<file path="config.mk">
export PLATFORM = sky130hd
export DESIGN_NAME = mcu_stage_sequencer
export DESIGN_NICKNAME = d
export VERILOG_FILES = /design/src/rtl/mcu_stage_sequencer.sv
export SDC_FILE = /design/constraint.sdc
export NUM_CORES = 1
export LEC_CHECK = 0
export BUFFER_PORTS_ARGS = -buffer_cell sky130_fd_sc_hd__buf_2
export CAP_MARGIN = 25
export CORE_ASPECT_RATIO = 1.5
export CORE_MARGIN = 1.5
export CORE_UTILIZATION = 55
export DETAILED_ROUTE_END_ITERATION = 12
export HOLD_SLACK_MARGIN = 0.12
export PLACE_DENSITY = 0.83
export SETUP_SLACK_MARGIN = 0.05
export SLEW_MARGIN = 40
export SYNTH_ARGS = -nofsm -noshare
export SYNTH_HDL_FRONTEND = slang
export SYNTH_SLANG_ARGS = --single-unit
</file>
<file path="constraint.sdc">
create_clock -name clk -period 4.4 [get_ports clk]
set_input_delay 0.22 -clock clk [delete_from_list [all_inputs] [get_ports clk]]
set_output_delay 0.22 -clock clk [all_outputs]
set_load 0.005 [all_outputs]
</file>
<file path="src/rtl/mcu_stage_sequencer.sv">
// Stage sequencer: loads program words into program memory, then cycles
// FETCH/DECODE/EXECUTE until a reload request is seen in EXECUTE.
module mcu_stage_sequencer #(
  parameter int PROG_DEPTH = 256,
  parameter int ADDR_W     = 8,
  parameter int INSTR_W    = 12
) (
  input  logic               clk,
  input  logic               rst,
  input  logic               load_valid,
  input  logic [INSTR_W-1:0] load_data,
  input  logic               load_last,
  output logic               load_ready,
  input  logic               reload_req,
  output logic               pm_we,
  output logic [ADDR_W-1:0]  pm_addr,
  output logic [INSTR_W-1:0] pm_wdata,
  output logic [1:0]         stage,
  output logic [ADDR_W:0]    prog_len,
  output logic               running
);

  localparam logic [1:0] STG_LOAD    = 2'b00;
  localparam logic [1:0] STG_FETCH   = 2'b01;
  localparam logic [1:0] STG_DECODE  = 2'b10;
  localparam logic [1:0] STG_EXECUTE = 2'b11;

  localparam logic [ADDR_W:0] DEPTH = (ADDR_W+1)'(PROG_DEPTH);
  localparam logic [ADDR_W:0] ONE   = (ADDR_W+1)'(1);

  typedef enum logic [2:0] {
    LOAD_ACCEPT,
    LOAD_DRAIN,
    FETCH,
    DECODE,
    EXECUTE
  } state_t;

  state_t           state;
  logic [ADDR_W:0]  cnt;
  logic [ADDR_W:0]  cnt_inc;
  logic             accept;

  // Ready depends only on registered state so the source never sees a loop.
  assign load_ready = (state == LOAD_ACCEPT) && (cnt < DEPTH);
  assign accept     = load_valid && load_ready;
  assign cnt_inc    = cnt + ONE;

  always_ff @(posedge clk) begin
    if (rst) begin
      state    <= LOAD_ACCEPT;
      cnt      <= '0;
      prog_len <= '0;
      pm_we    <= 1'b0;
      pm_addr  <= '0;
      pm_wdata <= '0;
      stage    <= STG_LOAD;
      running  <= 1'b0;
    end else begin
      pm_we <= accept;
      if (accept) begin
        pm_addr  <= cnt[ADDR_W-1:0];
        pm_wdata <= load_data;
      end

      case (state)
        LOAD_ACCEPT: begin
          if (accept) begin
            cnt <= cnt_inc;
            if (load_last || (cnt_inc == DEPTH)) state <= LOAD_DRAIN;
          end
        end
        // One extra cycle so the final write pulse lands while still in LOAD.
        LOAD_DRAIN: begin
          prog_len <= cnt;
          state    <= FETCH;
          stage    <= STG_FETCH;
          running  <= 1'b1;
        end
        FETCH: begin
          state <= DECODE;
          stage <= STG_DECODE;
        end
        DECODE: begin
          state <= EXECUTE;
          stage <= STG_EXECUTE;
        end
        EXECUTE: begin
          if (reload_req) begin
            state   <= LOAD_ACCEPT;
            cnt     <= '0;
            stage   <= STG_LOAD;
            running <= 1'b0;
          end else begin
            state <= FETCH;
            stage <= STG_FETCH;
          end
        end
        default: begin
          state   <= LOAD_ACCEPT;
          cnt     <= '0;
          stage   <= STG_LOAD;
          running <= 1'b0;
        end
      endcase
    end
  end

endmodule

</file>
==> After elaboration in Yosys (flattened, before gate mapping) <==
Cells that the tools add are included.
{ "word_totals": {"reg_bits": 45, "latchBits": 0, "ramBits": 0, "mem_bits_ro": 0, "in_bits": 17, "wordCells": 40, "n_memories": 0} }
{ "op_classes": {"addsub": 1, "n_mul": 0, "n_div": 0, "magnitude_cmp": 1, "eq_ne": 8, "n_shift": 0, "n_mux": 11, "n_bitwise": 2, "n_reduce_logical": 9} }
{ "op_table": {"columns": ["op", "count"], "rows": [
  ["$pmux W9 S3", 1],
  ["$mux W9", 2],
  ["$pmux W3 S5", 1],
  ["$pmux W2 S5", 1],
  ["$add A9 B1 Y9 const B", 1],
  ["$eq A9 B9 Y1 const B", 1],
  ["$lt A9 B9 Y1 const B", 1],
  ["$eq A3 B2 Y1 const B", 2],
  ["$mux W3", 2],
  ["$reduce_or A3 Y1", 2],
  ["$ne A2 B2 Y1 const B", 2],
  ["$reduce_and A2 Y1", 2],
  ["$eq A3 B1 Y1 const B", 1],
  ["$eq A3 B3 Y1 const B", 1],
  ["$logic_not A3 Y1", 1],
  ["$pmux W1 S3", 1],
  ["$reduce_and A3 Y1", 1],
  ["$logic_and A1 B1 Y1", 2],
  ["$mux W1", 2],
  ["$mux W2", 1],
  ["$ne A2 B1 Y1 const B", 1],
  ["$not A1 Y1", 2],
  ["$logic_or A1 B1 Y1", 1]
]} }

==> Longest topological paths before layout <==
{ "logic_depth": {"word_depth": 6, "mapped_depth": 7, "ltp_nobuf": 5} }

==> Worst setup path after synthesis <==
No wires, ideal clock.
{ "synth_timing": {"kind": "register to register", "from": "reg state[0]", "to": "reg cnt[7]", "setup_ps": 70, "t_arrival_ps": 1523, "slack_ps": 2806, "path_stages_with_launch": 6, "synth_period_minus_slack_ps": 1594, "path_cell_list": "dfxtp_1 -> buf_6 -> or3_1 -> clkbuf_2 -> or4_1 -> a21oi_1"} }
{ "synth_between": {"elab_chain_cells": 5} }
{ "synth_rtl": {"columns": ["item", "line", "text"], "rows": [
  ["start, declared", "39", "state_t state;"],
  ["start signal, assigned", "51", "state <= LOAD_ACCEPT;"],
  ["start signal, assigned", "70", "if (load_last || (cnt_inc == DEPTH)) state <= LOAD_DRAIN;"],
  ["start signal, assigned", "76", "state <= FETCH;"],
  ["$logic_not A3 Y1", "45, 66", null],
  ["$logic_and A1 B1 Y1", "45", "assign load_ready = (state == LOAD_ACCEPT) && (cnt < DEPTH);"],
  ["$logic_and A1 B1 Y1", "46", "assign accept = load_valid && load_ready;"],
  ["$ne A2 B2 Y1 (no line)", null, null],
  ["$reduce_and A3 Y1 (no line)", null, null],
  ["end signal, assigned", "69", "cnt <= cnt_inc;"],
  ["end, declared", "40", "logic [ADDR_W:0] cnt;"]
]} }
Several ways; a longest one is shown, not always the timed one.
A chain may end at the register's enable or synchronous reset.

==> Final worst setup path <==
{ "layout_timing": {"from": "reg state[1]", "to": "reg cnt[4]"} }
Same word-level chain as after synthesis.

==> results.toml <==
[status]
outcome = "completed"

[sta]
skew_ns = 0.00428
post-route-min-period_ns = 2.02
max_freq_mhz = 496
slew_headroom_pct = 47.1
final_hold_viol_count = 0
tightest_slew_ns = 0.793
min_period_over_period_pct = 45.8
finalSetupViolCount = 0
tns_ns = 0
rsz0062_at_grt = "no"
drv_slew = 0

[clocking]
numCtsBuffers = 5
clock_tree.root_cell = "clkbuf_8"
hold_buffers = 0
clk_pin_slew_ns = 0.08
clk_path_buf_depth = 2
cts_tree = "built"
htreeDepth = 2
clock_latency_ns = 0.29
cts.sinks = 45
ctsResizeCount = 0
postCtsSetupRepairBufs = 0

[cells_and_area]
synthToLayoutAreaGrowth_pct = 17.4
fillers = 265
drive_gt1_share_pct = 24.3
nNetsFinal = 281
n_antenna_cell = 0

[grt]
grt_max_degree = 46
grt_pass1_wl_um = 7040
gr-usage-all-layers_pct = 24.5
grt_pass1_vias = 1618
antenna_found_initial = 0
overflow = 0

[routing]
firstDrtPassIters = 4
drt-total-wl_um = 4380
avgViaCountPerCell = 5.57
drt-wirelength-per-cell_um = 14.5
via_count = 1688
drc = 0
drtIter0Drc = 31
ant_nets = 0

[synthesis]
synth_edf_count = 0
synth_area_leaders = "dfxtp_1 48%, nand2_1 8.9%, a21oi_1 8.5%, mux2i_1 5.3%, nor2_1 3.4%"
syn_area_per_cell_um2 = 8.38
netlist_instances = 226
ys.flop_type = "dfxtp_1"
syn_area_um2 = 1890
ys_ff_latch = 45
synth.distinct_cells = 41
synth_warnings = 0
async_flop_share_pct = 0
synth_top_area_cell = "dfxtp_1"
ys_seq_area_share_pct = 47.6
synth_nets = 245
synth_top_area_share_pct = 47.6

[worst_setup_path]
timing.rr.end = "cnt[4]"
end_kind = "flip-flop"
start_kind = "flip-flop"
crit_fanout = 27
critical_path_arrival_ns = 2.22
timing.rr.start = "state[1]"
reg2reg_depth = 4
cp_data_required_time_ns = 4.61
critPathKind = "reg2reg"
ff2ff_setup_slack_ns = 2.38

[power]
switching_share_pct = 24.2
seq_power_share_pct = 51.4
totalPowerFinal_uw = 855
p_int_uw = 648
vdd_drop_max_uv = 308
clockPowerShare_pct = 37.0
combPwrFrac_pct = 11.6
p_leak_uw = 0.000923
p_per_area_nw_per_um2 = 385
p_switching_uw = 207

[place]
gp_congestion = 0.849
portBuffers = 50
dpl.hpwl_um = 2880

[flow_run]
max_cap_viol_count = 0

[floorplan]
die_area_um2 = 3810
ios = 51
initial_core_util_pct = 58.8
core_um2 = 3220
die_x_um = 50.9
die_h_um = 74.9
fp-row-count = 25

[hold_path]
min_path_type = "in2reg"
min_path_cells = 3
worstHoldStart = "load_data[10]"
worstHoldEndpoint = "pm_wdata[10]"
-- placed cells by master, fill, tap and decap left out, types with 3 or more instances in the layout --
master	n
a211oi_1	3
a21oi_1	32
a31oi_1	3
and3_1	3
buf_2	50
clkbuf_8	6
dfxtp_1	45
mux2i_1	10
nand2_1	45
nand2b_1	4
nand3_1	4
nor2_1	17
nor3_1	4
o21ai_0	4
-- registers in the layout (all words and copies together), names as in the netlist --
signal    cells
cnt           9
running       1
state         3
stage         2
prog_len      9
pm_we         1
pm_wdata     12
pm_addr       8
-- layer usage --
| layer | vias up | routed length [µm] | global-route usage [%] |
|---|---|---|---|
| li1 | 853 | - | - |
| met1 | 776 | 1860 | 29.0 |
| met2 | 51 | 2210 | 41.6 |
| met3 | 8 | 234 | 5.36 |
| met4 | 0 | 76 | 12.6 |
| met5 | - | 0 | 0 |
-- synthesized netlist by cell type (3+ instances only) --
library cell	instances
nor2_1	17
nand2b_1	4
dfxtp_1	45
o21ai_0	4
buf_2	4
nand2_1	45
a211oi_1	3
nor3_1	4
a21oi_1	32
nand3_1	4
a31oi_1	3
mux2i_1	10
and3_1	3
clkbuf_1	14
-- cells by family (layout without fill, tap and decap cells) --
group / count (synthesis) / after routing / share of synthesized area, %
simple gates: 90 / 90 / 22.0
compound gates: 52 / 52 / 16.3
mux: 11 / 11 / 5.88
fa+ha+maj: 2 / 2 / 1.32
flops: 45 / 45 / 47.6
xor+xnor: 3 / 3 / 1.39
buf+inv: 23 / 60 / 5.49
-- power groups by stage --
stage                     Clock, µW  Sequential (µW)  Combinational, µW
after floorplan                   0              444               70.9
after global placement            0              447               95.7
after detailed placement          0              448               97.5
after CTS                       321              439               98.9
after global routing            340              442                110
final                           317              439               99.1
-- layout make-up --
class / count / area [µm²] / area share, %
well taps: 40 / 50.0 / 2.25
clock inverters: 1 / 30.0 / 1.35
multi-input cells: 158 / 897 / 40.4
flip-flops and latches: 45 / 901 / 40.5
clock buffers: 7 / 86.3 / 3.89
repair buffers: 50 / 250 / 11.3
inverters: 2 / 7.51 / 0.338
-- worst max-delay path, cell delays in order (launching register included) --
cell and delay [ns]:
dfxtp_1 0.44, nor3_1 0.48, and2_2 0.57, a41oi_1 0.19
a311oi_1 0.25
-- metrics by stage --
| step | hold slack, ns | std cells | cell area (µm²) | util, % | setup WS [ns] |
|---|---|---|---|---|---|
| after floorplan | 0.356 | 226 | 1890 | - | 2.81 |
| after global placement | 0.439 | 295 | 2100 | 65.1 | 2.26 |
| after detailed placement | 0.445 | 295 | 2100 | 65.1 | 2.46 |
| after CTS | 0.162 | 303 | 2210 | 68.7 | 2.41 |
| after global routing | 0.157 | 303 | 2220 | 69.0 | 2.24 |
| final | 0.162 | 303 | 2220 | 69.0 | 2.38 |
-- how the worst max path moves through the flow --
stage	start	slack, ns	end	cells after the start
2_1_floorplan	state[0]	2.81	cnt[7]	5
3_3_place_gp	state[1]	2.26	cnt[4]	4
3_5_place_dp	state[1]	2.46	cnt[4]	4
4_1_cts	state[1]	2.41	cnt[4]	4
5_1_grt	state[1]	2.24	cnt[4]	4
6_report	state[1]	2.38	cnt[4]	4
Power figures use the tool's default switching activity.
